===== src/rtl/flash_read_ctrl_if.sv =====
// Host-side request/acknowledge bundle for flash_read_ctrl.
// master = requester (cartridge bank logic), slave = the controller.
interface flash_read_ctrl_if;
   logic        I_REQ;
   logic [23:0] I_ADDR;
   logic        I_FLUSH;
   logic [7:0]  O_DATA;
   logic        O_ACK;
   logic        O_BUSY;

   modport master (output I_REQ, I_ADDR, I_FLUSH, input O_DATA, O_ACK, O_BUSY);
   modport slave  (input I_REQ, I_ADDR, I_FLUSH, output O_DATA, O_ACK, O_BUSY);
endinterface


===== src/rtl/flash_read_ctrl.sv =====
// Byte-read sequencer for a 16-bit asynchronous parallel flash (CE/ADV/OE timing).
// Optional one-entry word cache enabled by defining FLASH_WORD_CACHE_EN.
module flash_read_ctrl #(
   parameter int unsigned P_WAIT_CYCLES     = 4,
   parameter int unsigned P_RECOVERY_CYCLES = 1
) (
   input  logic               I_CLK,
   input  logic               I_RESET,
   flash_read_ctrl_if.slave   host,
   input  logic [15:0]        I_FLASH_DATA,
   output logic [23:0]        O_FLASH_ADDR,
   output logic               O_FLASH_CE_L,
   output logic               O_FLASH_OE_L,
   output logic               O_ADDR_VALID_L,
   output logic               O_FLASH_WE_L,
   output logic               O_FLASH_CLK
);

   localparam logic [1:0] ST_IDLE    = 2'd0;
   localparam logic [1:0] ST_SETUP   = 2'd1;
   localparam logic [1:0] ST_WAIT    = 2'd2;
   localparam logic [1:0] ST_RECOVER = 2'd3;

   localparam logic [7:0] WAIT_LOAD    = 8'(P_WAIT_CYCLES - 1);
   localparam logic [7:0] RECOVER_LOAD = 8'(P_RECOVERY_CYCLES - 1);

   logic [1:0] state, state_nx;
   logic [7:0] cnt, cnt_nx;
   logic       byte_sel;
   logic [7:0] data_q;
   logic       ack_q, busy_q;
   logic       ce_l_q, oe_l_q, adv_l_q;
   logic       hit, accept_miss, capture;

`ifdef FLASH_WORD_CACHE_EN
   logic        cache_vld;
   logic [22:0] cache_tag;
   logic [15:0] cache_word;
   logic        accept_hit;

   // A flush in the same cycle as a matching request forces a miss.
   assign hit        = cache_vld && !host.I_FLUSH && (cache_tag == host.I_ADDR[23:1]);
   assign accept_hit = (state == ST_IDLE) && host.I_REQ && hit;
`else
   logic unused_flush;
   assign unused_flush = host.I_FLUSH;
   assign hit          = 1'b0;
`endif

   assign accept_miss = (state == ST_IDLE) && host.I_REQ && !hit;
   assign capture     = (state == ST_WAIT) && (cnt == '0);

   always_comb begin
      state_nx = state;
      cnt_nx   = cnt;
      case (state)
         ST_IDLE:  if (accept_miss) state_nx = ST_SETUP;
         ST_SETUP: begin
            state_nx = ST_WAIT;
            cnt_nx   = WAIT_LOAD;
         end
         ST_WAIT: begin
            if (cnt == '0) begin
               if (P_RECOVERY_CYCLES == 0) begin
                  state_nx = ST_IDLE;
               end else begin
                  state_nx = ST_RECOVER;
                  cnt_nx   = RECOVER_LOAD;
               end
            end else begin
               cnt_nx = cnt - 8'd1;
            end
         end
         default: begin
            if (cnt == '0) state_nx = ST_IDLE;
            else           cnt_nx   = cnt - 8'd1;
         end
      endcase
   end

   // Strobes and busy are registered from the next state so they switch cleanly with it.
   always_ff @(posedge I_CLK) begin
      if (I_RESET) begin
         state        <= ST_IDLE;
         cnt          <= '0;
         byte_sel     <= 1'b0;
         data_q       <= '0;
         ack_q        <= 1'b0;
         busy_q       <= 1'b0;
         ce_l_q       <= 1'b1;
         oe_l_q       <= 1'b1;
         adv_l_q      <= 1'b1;
         O_FLASH_ADDR <= '0;
`ifdef FLASH_WORD_CACHE_EN
         cache_vld    <= 1'b0;
`endif
      end else begin
         state   <= state_nx;
         cnt     <= cnt_nx;
         busy_q  <= (state_nx != ST_IDLE);
         ce_l_q  <= !((state_nx == ST_SETUP) || (state_nx == ST_WAIT));
         oe_l_q  <= (state_nx != ST_WAIT);
         adv_l_q <= (state_nx != ST_SETUP);
         ack_q   <= 1'b0;
         if (accept_miss) begin
            O_FLASH_ADDR <= {1'b0, host.I_ADDR[23:1]};
            byte_sel     <= host.I_ADDR[0];
         end
         if (capture) begin
            ack_q  <= 1'b1;
            data_q <= byte_sel ? I_FLASH_DATA[15:8] : I_FLASH_DATA[7:0];
         end
`ifdef FLASH_WORD_CACHE_EN
         if (accept_hit) begin
            ack_q  <= 1'b1;
            data_q <= host.I_ADDR[0] ? cache_word[15:8] : cache_word[7:0];
         end
         if (capture) begin
            cache_word <= I_FLASH_DATA;
            cache_tag  <= O_FLASH_ADDR[22:0];
            cache_vld  <= 1'b1;
         end
         if (host.I_FLUSH) cache_vld <= 1'b0;
`endif
      end
   end

   assign host.O_DATA    = data_q;
   assign host.O_ACK     = ack_q;
   assign host.O_BUSY    = busy_q;
   assign O_FLASH_CE_L   = ce_l_q;
   assign O_FLASH_OE_L   = oe_l_q;
   assign O_ADDR_VALID_L = adv_l_q;
   assign O_FLASH_WE_L   = 1'b1;
   assign O_FLASH_CLK    = 1'b1;

endmodule


===== src/flat_wrapper.sv =====
// flat-port wrapper written by rule: the top's interface ports become plain ports
module flash_read_ctrl_flat 
#(
   parameter int unsigned P_WAIT_CYCLES     = 4,
   parameter int unsigned P_RECOVERY_CYCLES = 1
)
  (I_CLK, I_RESET, I_FLASH_DATA, O_FLASH_ADDR, O_FLASH_CE_L, O_FLASH_OE_L, O_ADDR_VALID_L, O_FLASH_WE_L, O_FLASH_CLK, host_I_REQ, host_I_ADDR, host_I_FLUSH, host_O_DATA, host_O_ACK, host_O_BUSY);
  flash_read_ctrl_if host_i ();
  input  logic I_CLK;
  input  logic I_RESET;
  input  logic [15:0] I_FLASH_DATA;
  output logic [23:0] O_FLASH_ADDR;
  output logic O_FLASH_CE_L;
  output logic O_FLASH_OE_L;
  output logic O_ADDR_VALID_L;
  output logic O_FLASH_WE_L;
  output logic O_FLASH_CLK;
  input wire logic [$bits(host_i.I_REQ)-1:0] host_I_REQ;
  input wire logic [$bits(host_i.I_ADDR)-1:0] host_I_ADDR;
  input wire logic [$bits(host_i.I_FLUSH)-1:0] host_I_FLUSH;
  output wire logic [$bits(host_i.O_DATA)-1:0] host_O_DATA;
  output wire logic [$bits(host_i.O_ACK)-1:0] host_O_ACK;
  output wire logic [$bits(host_i.O_BUSY)-1:0] host_O_BUSY;
  assign host_i.I_REQ = host_I_REQ;
  assign host_i.I_ADDR = host_I_ADDR;
  assign host_i.I_FLUSH = host_I_FLUSH;
  assign host_O_DATA = host_i.O_DATA;
  assign host_O_ACK = host_i.O_ACK;
  assign host_O_BUSY = host_i.O_BUSY;
  flash_read_ctrl #(.P_WAIT_CYCLES(P_WAIT_CYCLES), .P_RECOVERY_CYCLES(P_RECOVERY_CYCLES)) u_core (.I_CLK(I_CLK), .I_RESET(I_RESET), .host(host_i), .I_FLASH_DATA(I_FLASH_DATA), .O_FLASH_ADDR(O_FLASH_ADDR), .O_FLASH_CE_L(O_FLASH_CE_L), .O_FLASH_OE_L(O_FLASH_OE_L), .O_ADDR_VALID_L(O_ADDR_VALID_L), .O_FLASH_WE_L(O_FLASH_WE_L), .O_FLASH_CLK(O_FLASH_CLK));
endmodule

===== config.mk =====
export PLATFORM = sky130hd
export DESIGN_NAME = flash_read_ctrl_flat
export DESIGN_NICKNAME = d
export VERILOG_FILES = /design/src/rtl/flash_read_ctrl_if.sv /design/src/rtl/flash_read_ctrl.sv /design/src/flat_wrapper.sv
export SDC_FILE = /design/constraint.sdc
export NUM_CORES = 1
export LEC_CHECK = 0
export ABC_CLOCK_PERIOD_IN_PS = 2380
export CAP_MARGIN = 20
export CORE_MARGIN = 8
export CORE_UTILIZATION = 45
export CTS_BUF_LIST = sky130_fd_sc_hd__clkbuf_8
export DETAILED_ROUTE_END_ITERATION = 8
export GPL_TIMING_DRIVEN = 0
export PLACE_DENSITY_LB_ADDON = 0.1
export SLEW_MARGIN = 10
export SYNTH_ARGS = -nofsm -noshare
export SYNTH_HDL_FRONTEND = slang
export SYNTH_SLANG_ARGS = --single-unit
export TNS_END_PERCENT = 1

===== constraint.sdc =====
create_clock -name I_CLK -period 2.38 [get_ports I_CLK]
set_input_delay 0.476 -clock I_CLK [delete_from_list [all_inputs] [get_ports I_CLK]]
set_output_delay 0.476 -clock I_CLK [all_outputs]
set_load 0.05 [all_outputs]

==> flow_metrics.py, run 1 <==
metrics = {
    "placement": {
        "place_area_sq_um": 2920,
        "dp_cells": 376,
        "hpwl_mm": 4.20,
        "port_buffers": 78,
        "place_congestion": 0.838,
    },
    "grt": {
        "grt_max_degree": 15,
        "antenna_found_initial": 0,
        "grt-ovfl-total": 0,
        "grt_first_pass_wirelength_mm": 9.47,
        "track_usage_pct": 16.1,
        "grt_pass1_vias": 1933,
    },
    "power": {
        "cellLeakagePower_nw": 1.15,
        "peakVddDrop_v": 0.000818,
        "power_per_cell_area_nw_per_um2": 1320,
        "power_mw": 4.00,
    },
    "yosys": {
        "yosysTopAreaCellShare_pct": 45.4,
        "synth_top_cells_by_area": "dfxtp_1 (45%), nand2_1 (9.6%), a21oi_1 (7.5%)",
        "synth_edf_count": 0,
        "synth.most_common_cell": "nand2_1",
        "yosysWarnings": 0,
        "synth_area_sq_um": 2070,
        "ys_ff_latch": 47,
        "synth-main-ff-cell": "dfxtp_1",
        "synth_cells": 245,
        "ys_top_cells_by_count": "nand2_1 (53), dfxtp_1 (47), a21oi_1 (31), nor2_1 (14)",
        "async_flop_share_pct": 0,
        "ys_seq_area_share_pct": 45.4,
        "yosysUniqueCellTypes": 36,
        "yosys.area.top_type": "dfxtp_1",
        "avgSynthCellArea_sq_um": 8.47,
    },
    "final_layout": {
        "fill_cells": 396,
        "final_area_sq_um": 3040,
        "num-nets-final": 386,
        "final_cells": 385,
        "area_growth_pct": 46.4,
        "diodes": 0,
        "final_layout_size_suffix_gt1_share_pct": 6.61,
    },
    "sta": {
        "setup_tns_ns": 0,
        "min_period_ns": 2.26,
        "worst_pin_slew_ns": 0.680,
        "skew_ns": 0.00561,
        "min_period_over_period_pct": 94.9,
        "hold_viol_final": 0,
        "maxSlewViolCount": 0,
        "setup-violations-final": 0,
        "relSlewSlack_pct": 53.4,
        "hold_ws_ns": 0.456,
        "max_clock_freq_ghz": 0.443,
    },
    "worst_setup_path": {
        "crit_required_ns": 2.59,
        "max_stage_delay_ns": 0.39,
        "cp-start-kind": "flip-flop",
        "crit_type": "reg2reg",
        "worstSetupEndpointType": "flip-flop",
        "reg2reg_to": "u_core.cnt[1]",
        "crit_start": "u_core.state[0]",
        "critPathBufInv": 3,
        "critical_path.cell_chain": "clkbuf_1, inv_1, ha_1, nor4b_1, a21oi_2, buf_4, nand2b_1, a311oi_1",
        "crit_fanout": 6,
        "arrival_ns": 2.47,
        "crit_path_top_delay_cell": "ha_1",
        "regToRegSetupSlack_ns": 0.12,
        "r2r-start": "u_core.state[0]",
        "cp_top_family": "buffers and inverters",
        "worst-r2r-cell-count": 8,
    },
    "detailed_routing": {
        "drc_errors": 0,
        "route.top_layer_used": "met4",
        "wl_met3_um": 438,
        "drtPass1Iterations": 4,
        "drtIter0Drc": 68,
        "wl_mm": 5.64,
        "routed-via-count": 1961,
        "drtAntennaViolNets": 0,
        "m1WireLength_mm": 2.64,
        "viasPerCell": 5.09,
        "wl_met2_mm": 2.49,
        "wire_per_inst_um": 14.7,
    },
    "cts": {
        "clock-sinks": 47,
        "cts_tree": "done",
        "insertion_delay_ns": 0.30,
        "clk_pin_slew_worst_paths_ns": 0.09,
        "cts_made_buffers": 5,
        "clk_path_buf_depth": 2,
        "h-tree-depth": 2,
        "hold_buffers": 0,
        "root_buffer": "clkbuf_8",
    },
    "die": {
        "dieHeight_um": 83.9,
        "core_sq_um": 4380,
        "start_util_pct": 47.3,
        "ioPinCount": 83,
        "placementRows": 24,
        "die_w_um": 83.9,
        "dieArea_sq_um": 7040,
    },
    "status": {
        "status": "finished clean",
    },
    "run": {
        "cap_violations": 0,
    },
    "hold_path": {
        "min-delay-start": "u_core.O_FLASH_ADDR[6]",
        "min_path_type": "reg2reg",
        "hold_depth": 2,
        "holdPathEnd": "u_core.O_FLASH_ADDR[6]",
    },
}
-- logic make-up after synthesis --
logic type	synth area share, %
AO/OA/AOI/OAI	17.1
adder cells (fa/ha/maj)	5.43
buffers and inverters	5.13
flip-flops	45.4
multiplexers	5.85
other	0.362
AND/OR/NAND/NOR	20.7
-- sequential cells by signal, summed over array words and instances, names as in the netlist --
register and count:
u_core.O_ADDR_VALID_L 1, u_core.O_FLASH_ADDR 23, u_core.O_FLASH_CE_L 1, u_core.O_FLASH_OE_L 1
u_core.byte_sel 1, u_core.cnt 8, u_core.host.O_ACK 1, u_core.host.O_BUSY 1
u_core.host.O_DATA 8, u_core.state 2
-- area by class of cell --
class	instances	area (sq um)	share of cell area, %
multi-input cells	175	1050	34.4
well taps	52	65.1	2.14
flip-flops and latches	47	941	31.0
clock buffers	5	68.8	2.27
clock inverters	2	13.8	0.453
repair buffers	80	796	26.2
plain buffers	17	80.1	2.64
inverters	7	26.3	0.865
-- worst register-to-register path: cells and delay by family (launching register included) --
kind | cells | cell delay (ns)
AOI/OAI and AO/OA | 2 | 0.54
and+or+nand+nor | 2 | 0.22
DFF | 1 | 0.36
buffers and inverters | 3 | 0.64
adders and majority gates | 1 | 0.39
-- power by group --
part | internal, mW | switching (mW)
clock network | 0.201 | 0.269
registers | 1.01 | 0.147
logic | 0.914 | 1.46
total | 2.12 | 1.87
-- how the worst max path moves through the flow --
stage          cells after the start                   to  slack (ns)
5_1_grt                            7        u_core.cnt[2]       -0.01
3_3_place_gp                       7        u_core.cnt[2]       0.004
3_5_place_dp                       7        u_core.cnt[2]        0.02
4_1_cts                            9  u_core.O_FLASH_CE_L        0.08
2_1_floorplan                      7        u_core.cnt[2]        0.37
6_report                           8        u_core.cnt[1]        0.12
-- metal layers --
layer  global-route usage, %  vias up
li1                        -     1012
met1                    20.0      870
met2                    25.3       71
met3                    5.47        8
met4                    5.18        0
met5                       0        -
-- per-stage QoR --
| stage | utilization [%] | setup slack [ns] |
|---|---|---|
| 6_report | 69.3 | 0.121 |
| 5_1_grt | 69.3 | -0.0111 |
| 4_1_cts | 68.7 | 0.0844 |
| 3_5_place_dp | 66.7 | 0.0172 |
| 3_3_place_gp | 66.7 | 0.00437 |
| 2_1_floorplan | - | 0.370 |
-- layout by cell type, fill, tap and decap left out, types with 2 or more instances in the layout --
master           Yosys  routed
or3_2                2       2
nand3_1              2       2
or3_1                4       4
clkbuf_1            11      11
nor2_1              14      14
dfxtp_1             47      47
a22oi_1              2       2
nand2b_1             6       6
a211oi_1            11      11
o32ai_1              2       2
buf_4                4       6
o21ai_0              2       2
a311oi_1             3       3
nand2_1             53      53
clkbuf_8             0       5
ha_1                 9       9
clkdlybuf4s50_1      0      78
conb_1               2       3
inv_1                7       7
mux2i_1             11      11
nor2b_1              2       2
nor3_1               4       3
a21oi_1             31      30
-- repair_timing --
action	4_1_cts	5_1_grt
resized for setup	1	2
pin swaps	0	1
buffers inserted	0	2
endpoints found under the setup margin	1	7
(Power assumes the default switching activity.)
==> inputs of run 2 (changes only) <==
HOLD_SLACK_MARGIN = 0.06   (was not set)
==> results of run 2 <==
No change in the layout: final DEF, timing and power equal those of run 1.
==> inputs of run 3 (changes only) <==
==> constraint.sdc (replaced) <==
create_clock -name I_CLK -period 2.38 [get_ports I_CLK]
set_input_delay 0.357 -clock I_CLK [delete_from_list [all_inputs] [get_ports I_CLK]]
set_output_delay 0.357 -clock I_CLK [all_outputs]
set_load 0.05 [all_outputs]
==> results of run 3 <==
No change in the layout: final DEF, timing and power equal those of run 1.
